<file path="config.mk">
export PLATFORM = sky130hd
export DESIGN_NAME = dmem_port_arbiter
export DESIGN_NICKNAME = d
export VERILOG_FILES = /design/src/rtl/dmem_port_arbiter.sv
export SDC_FILE = /design/constraint.sdc
export NUM_CORES = 1
export LEC_CHECK = 0
export ABC_CLOCK_PERIOD_IN_PS = 4250
export CAP_MARGIN = 5
export CORE_AREA = 5 5 100 102
export CTS_BUF_LIST = sky130_fd_sc_hd__clkbuf_2 sky130_fd_sc_hd__clkbuf_4 sky130_fd_sc_hd__clkbuf_8
export DETAILED_ROUTE_END_ITERATION = 7
export DIE_AREA = 0 0 105 107
export PLACE_DENSITY = 0.86
export SLEW_MARGIN = 5
export SYNTH_ARGS = -nofsm -noshare
export SYNTH_HDL_FRONTEND = slang
export SYNTH_SLANG_ARGS = --single-unit
export TNS_END_PERCENT = 1
</file>
<file path="constraint.sdc">
create_clock -name clk -period 4.25 [get_ports clk]
set_input_delay 0.85 -clock clk [delete_from_list [all_inputs] [get_ports clk]]
set_output_delay 0.85 -clock clk [all_outputs]
set_load 0.02 [all_outputs]
</file>
<file path="src/rtl/dmem_port_arbiter.sv">
// rtl/dmem_port_arbiter.sv - shares one data-memory port between the CPU memory stage and the camera writer
// CPU has priority. The camera gets idle cycles, plus a forced burst after STARVE_MAX cycles of waiting.
module dmem_port_arbiter #(
  parameter int ADDR_W     = 32,
  parameter int DATA_W     = 32,
  parameter int BURST_LEN  = 4,
  parameter int STARVE_MAX = 8
) (
  input  logic              clk,
  input  logic              reset,
  input  logic              cpu_req,
  input  logic              cpu_we,
  input  logic [ADDR_W-1:0] cpu_addr,
  input  logic [DATA_W-1:0] cpu_wdata,
  output logic [DATA_W-1:0] cpu_rdata,
  output logic              cpu_stall,
  input  logic              cam_valid,
  input  logic [ADDR_W-1:0] cam_addr,
  input  logic [DATA_W-1:0] cam_wdata,
  output logic              cam_ready,
  output logic [ADDR_W-1:0] mem_addr,
  output logic [DATA_W-1:0] mem_wdata,
  output logic              mem_we,
  input  logic [DATA_W-1:0] mem_rdata,
  output logic              cam_owner
);

  localparam int SW = $clog2(STARVE_MAX + 1);
  localparam int BW = $clog2(BURST_LEN + 1);

  typedef enum logic [1:0] {S_CPU, S_RD_WAIT, S_CAM} state_t;

  state_t            state_q, state_d;
  logic [SW-1:0]     starve_q, starve_d;
  logic [BW-1:0]     burst_q, burst_d;
  logic [DATA_W-1:0] rdata_q, rdata_d;

  logic stall_c, we_c, grant_cam;

  always_ff @(posedge clk or negedge reset) begin
    if (!reset) begin
      state_q  <= S_CPU;
      starve_q <= '0;
      burst_q  <= '0;
      rdata_q  <= '0;
    end else begin
      state_q  <= state_d;
      starve_q <= starve_d;
      burst_q  <= burst_d;
      rdata_q  <= rdata_d;
    end
  end

  always_comb begin
    state_d   = state_q;
    burst_d   = burst_q;
    rdata_d   = rdata_q;
    starve_d  = '0;
    stall_c   = 1'b0;
    we_c      = 1'b0;
    grant_cam = 1'b0;
    cpu_rdata = rdata_q;
    mem_addr  = cpu_addr;
    mem_wdata = cpu_wdata;

    case (state_q)
      S_CPU: begin
        if (starve_q == SW'(STARVE_MAX)) begin
          // Starved camera pre-empts the CPU; this cycle counts as the first burst beat.
          grant_cam = cam_valid;
          stall_c   = cpu_req;
          burst_d   = BW'(1);
          if (BURST_LEN > 1) state_d = S_CAM;
        end else if (cpu_req) begin
          if (cpu_we) begin
            we_c = 1'b1;
          end else begin
            stall_c = 1'b1;
            state_d = S_RD_WAIT;
          end
        end else begin
          grant_cam = cam_valid;
        end
      end
      S_RD_WAIT: begin
        cpu_rdata = mem_rdata;
        rdata_d   = mem_rdata;
        state_d   = S_CPU;
      end
      S_CAM: begin
        stall_c = cpu_req;
        if (cam_valid) begin
          grant_cam = 1'b1;
          burst_d   = burst_q + BW'(1);
          if (burst_q + BW'(1) == BW'(BURST_LEN)) state_d = S_CPU;
        end else begin
          state_d = S_CPU;
        end
      end
      default: state_d = S_CPU;
    endcase

    if (grant_cam) begin
      mem_addr  = cam_addr;
      mem_wdata = cam_wdata;
      we_c      = 1'b1;
    end

    if (cam_valid && !grant_cam)
      starve_d = (starve_q == SW'(STARVE_MAX)) ? starve_q : starve_q + SW'(1);
  end

  // Handshake outputs are held low for the whole reset assertion, not just after the next edge.
  assign cpu_stall = reset & stall_c;
  assign cam_ready = reset & grant_cam;
  assign mem_we    = reset & we_c;
  assign cam_owner = reset & (state_q == S_CAM);

endmodule

</file>
Word level (Yosys, flattened, before mapping)
Cells that the tools add are included.
Widths: inputs -> output; s select.
{"block": "totals", "register_bits": 41, "latch_bits": 0, "mem_bits_rw": 0, "rom_bits": 0, "inputBits": 165, "out_inout_bits": 100, "memories": 0}
{"block": "op_classes", "addsub": 2, "mul": 0, "div": 0, "order_cmp": 0, "eq_ne": 10, "shifts": 0, "muxes": 27, "n_bitwise": 4, "reduce_logical": 6}
{"operator": "$mux 32", "n": 3}
{"operator": "$mux 1", "n": 11}
{"operator": "$mux 2", "n": 5}
{"operator": "$ne 3x3->1 const B", "n": 3}
{"operator": "$mux 4", "n": 2}
{"operator": "$mux 3", "n": 2}
{"operator": "$ne 2x2->1 const B", "n": 3}
{"operator": "$pmux 3 s2", "n": 1}
{"operator": "$reduce_and 3->1", "n": 2}
{"operator": "$add 4x1->4 const B", "n": 1}
{"operator": "$and 1x1->1", "n": 4}
{"operator": "$eq 4x4->1 const B", "n": 1}
{"operator": "$pmux 1 s2", "n": 2}
{"operator": "$pmux 2 s2", "n": 1}
{"operator": "$add 3x1->3 const B", "n": 1}
{"operator": "$eq 3x3->1 const B", "n": 1}
{"operator": "$eq 2x1->1 const B", "n": 1}
{"operator": "$eq 2x2->1 const B", "n": 1}
{"operator": "$logic_not 2->1", "n": 1}
{"operator": "$reduce_bool 2->1", "n": 1}
{"operator": "$logic_and 1x1->1", "n": 1}
{"operator": "$logic_not 1->1", "n": 1}

Longest topological paths before layout
{"block": "logic_depth", "word_depth": 6, "mapped_depth": 8, "ltp_nobuf": 5}

Worst setup path before layout
Ideal clock, no wire load.
{"block": "synth_path", "kind": "input port to output port", "start": "in cam_valid", "end": "out mem_addr[0]", "arrival_ps": 1781, "setup_slack_ps": 1619, "path_stages": 5, "n_path_buf": 2, "cell_sequence": "and2b_2 -> o21ai_4 -> buf_8 -> buf_12 -> mux2_4"}
{"block": "synth_via", "elab_chain_len": 4, "word_cells_on_any_way": 5}
{"element": "start, declared", "line": "17", "source": "input logic cam_valid,"}
{"element": "$mux 1", "line": "74", "source": "end else if (cpu_req) begin"}
{"element": "$mux 1", "line": "68", "source": "if (starve_q == SW'(STARVE_MAX)) begin"}
{"element": "$pmux 1 s2 *", "line": "66", "source": "case (state_q)"}
{"element": "$mux 32 *", "line": "103", "source": "if (grant_cam) begin"}
{"element": "end, declared", "line": "21", "source": "output logic [ADDR_W-1:0] mem_addr,"}
Every way passes the cells marked *; elsewhere a longest branch is shown, timed or not.

Final worst setup path
{"block": "layout_path", "start": "in cpu_req", "end": "out mem_addr[26]"}
{"block": "layout_via", "elab_chain_len": 4}
{"element": "start, declared", "line": "11", "source": "input logic cpu_req,"}
{"element": "$mux 1", "line": "74"}
{"element": "$mux 1", "line": "68"}
{"element": "$pmux 1 s2", "line": "66"}
{"element": "$mux 32", "line": "103"}
No other way between the ends.

==> impl_metrics.ini <==
[grt]
grt_max_degree = 41
antenna_found_initial = 0
grt_pass1_wl_um = 16930
grt_overflow = 0
grt_usage_pct = 19.13
grt_pass1_vias = 2945

[logic_synthesis]
synth_xor_area_share_pct = 1.283
synth_fa_ha_area_share_pct = 1.832
yosysSeqAreaShare_pct = 37.56
synth_compound_area_share_pct = 3.985
netlist_area_mm2 = 0.002731
synth_top_area_share_pct = 37.56
ys_ff_latch = 41
synth.area.top_cells = dfrtp_1 38%, mux2_2 23%, mux2_4 21%
avgSynthCellArea_um2 = 13.66
yosys_warnings = 0
synth-simple-area-share_pct = 4.031
synth_top_family_by_area = multiplexers
synthMuxAreaShare_pct = 45.17
syn_inst = 200
synth_top_area_cell = dfrtp_1
synth_fp_nets = 369
synth_cell_types = 35

[flow_run]
maxCapViolations = 0

[drt]
drc = 0
drtAntennaViolNets = 0
vias_per_cell = 4.567
wl_per_cell_um = 19.57
wl_um = 11350
drtIter0Drc = 82
dr.pass1.iters = 4
num_vias = 2649

[worst_setup_path]
required_ns = 3.40
endpoint_kind = primary output
critPathLaunchType = input pin
crit_fanout = 15
critical_path_class = input pin to primary output
worstPathArrival_ns = 3.23

[floorplanning]
initial_core_util_pct = 30.28
die_w_um = 105
std_cell_rows = 35
die_h_um = 107
dieArea_mm2 = 0.01124
io_pins = 265
core_mm2 = 0.009021

[timing]
fmax_ghz = 0.2453
rsz0062_at_grt = false
min_period_ns = 4.077
final-hold-violation-count = 0
fin_crit_sh_pct = 95.93
final.setup_skew_ns = 0.005242
maxSlewViolCount = 0
maxSlewHeadroom_pct = 54.95
setup_violations = 0
worst_slew_pin_slew_ns = 0.6732
finalSetupTns_ns = 0

[placement]
io_buffers = 264
dpl.hpwl_um = 9720
gp_congestion = 0.8319

[clock_network]
post_cts_buffers = 0
numCtsBuffers = 5
clock_sinks = 41
clock_latency_ns = 0.29
hold_buffers = 0
root_buffer = clkbuf_8
ctsHtreeMaxLevel = 2
clock_path_buffers = 2
cts_repair_resize_count = 0
cts_tree = done
path_clk_slew_ns = 0.08

[final_layout]
syn_to_final_growth_pct = 103.9
final_nets = 637
drive_gt1_share_pct = 24.95
diodes = 0
multi_input_area_mm2 = 0.001540
regArea_mm2 = 0.001026
fillerInstances = 727

[power]
intPower_w = 0.001038
pwr-share-clk_pct = 18.9
power.share.sequential_pct = 31.5
combPwrFrac_pct = 49.5
switching_share_pct = 30.51
p_sw_w = 0.0004558
peakVddDrop_mv = 0.2643
power.leakage_nw = 2.360
total_power_w = 0.001494
power_density_mw_per_mm2 = 268.2

[worst_hold_path]
hp-class = input pin to async pin

[status]
status = finished, final reports clean
[final cells by class]
class                      count  share of cell area, %
clock buffer                   7                  1.730
clock inverter                 1                 0.1572
inverter                       6                 0.4043
multi-input combinational    140                  27.65
sequential                    41                  18.42
tap                          111                  2.493
timing repair buffer         274                  49.15
[synth_stat cells]
| library cell | count |
|---|---|
| o31a_1 | 1 |
| nand2b_1 | 1 |
| xor2_1 | 2 |
| buf_2 | 4 |
| nand3_1 | 2 |
| and3b_1 | 1 |
| xnor2_1 | 2 |
| nor2_1 | 5 |
| nand3b_1 | 1 |
| a22o_1 | 2 |
| buf_6 | 1 |
| ha_1 | 4 |
| inv_1 | 6 |
| buf_4 | 2 |
| a21oi_1 | 2 |
| a21o_1 | 1 |
| mux2_1 | 1 |
| mux2_2 | 57 |
| dfrtp_1 | 41 |
| a2bb2oi_1 | 1 |
| a31oi_1 | 1 |
| nor3_1 | 3 |
| mux2i_1 | 1 |
| o22ai_1 | 1 |
| mux2_4 | 38 |
| o21ai_4 | 1 |
| nor2b_1 | 2 |
| clkbuf_1 | 1 |
| and2b_2 | 1 |
| nand2_1 | 6 |
| o2bb2ai_1 | 1 |
| a2111o_1 | 1 |
| buf_12 | 4 |
| buf_8 | 1 |
| o31ai_1 | 1 |
[flip-flops by register name, indices dropped and copies added, names as in the netlist]
register / cells
burst_q: 3
rdata_q: 32
starve_q: 4
state_q: 2
[worst paths after layout]
path                                    startpoint                       to  slack [ns]  depth (start not counted)
min reg2reg                   rdata_q[7]$_DFF_PN0_     rdata_q[7]$_DFF_PN0_        0.50                          1
max                                        cpu_req             mem_addr[26]        0.17                          6
min in group clk              rdata_q[7]$_DFF_PN0_     rdata_q[7]$_DFF_PN0_        0.50                          1
max in group asynchronous                    reset     rdata_q[6]$_DFF_PN0_        3.22                          2
min                                          reset   state_q[0]$_DFFE_PN0P_        0.34                          1
max reg2reg                starve_q[0]$_DFFE_PN0P_  starve_q[2]$_DFFE_PN0P_        2.70                          5
[cells by family (layout without fill, tap and decap cells)]
kind of cell               Yosys count  count (layout)
xor gates and xnor gates             4               4
DFF                                 41              41
muxes                               97              97
buffers and inverters               19             288
and+or+nand+nor                     22              22
adders and majority gates            4               4
AOI/OAI and AO/OA                   13              13
[through the flow]
step	utilization (%)	hold slack (ns)	area (um^2)	setup WS, ns	instances
6_report	61.75	0.3405	5570	0.1728	580
3_5_place_dp	60.58	0.4834	5465	0.1284	572
3_3_place_gp	60.58	0.4683	5465	0.1622	572
5_1_grt	61.75	0.3321	5570	0.07362	580
4_1_cts	61.75	0.3349	5570	0.1294	580
2_1_floorplan	-	0.4897	2731	1.619	200
[power groups by stage]
stage | Clock [W] | Sequential (W) | Combinational, W
floorplan | 0 | 0.000472 | 0.000348
global placement | 0 | 0.000477 | 0.000735
detailed placement | 0 | 0.000480 | 0.000745
CTS | 0.000291 | 0.000472 | 0.000750
global route | 0.000310 | 0.000480 | 0.000782
finish | 0.000283 | 0.000471 | 0.000740
[worst max-delay path, stage by stage]
cell             delay (ns)
clkdlybuf4s50_1        0.50
nand2b_1               0.12
o21ai_4                0.55
buf_4                  0.30
mux2_4                 0.33
clkdlybuf4s50_1        0.56
[routing by layer]
layer | GRT usage [%] | part of all wire, % | vias up
met5 | 0 | 0 | -
met4 | 2.831 | 0.56 | 0
met3 | 6.803 | 8.8 | 6
met2 | 34.62 | 52 | 127
met1 | 22.06 | 39 | 1264
li1 | - | - | 1252
[cell usage in the layout (no fill, tap or decap), types with 2 or more instances in the layout]
cell	instances
xnor2_1	2
ha_1	4
mux2_2	57
mux2_4	38
buf_4	8
clkbuf_8	7
nand2_1	6
a22o_1	2
nand3_1	2
dfrtp_1	41
inv_1	6
nor2_1	5
buf_12	2
clkdlybuf4s50_1	263
a21oi_1	2
xor2_1	2
nor3_1	3
No activity file was read; power rests on OpenSTA's default activity.
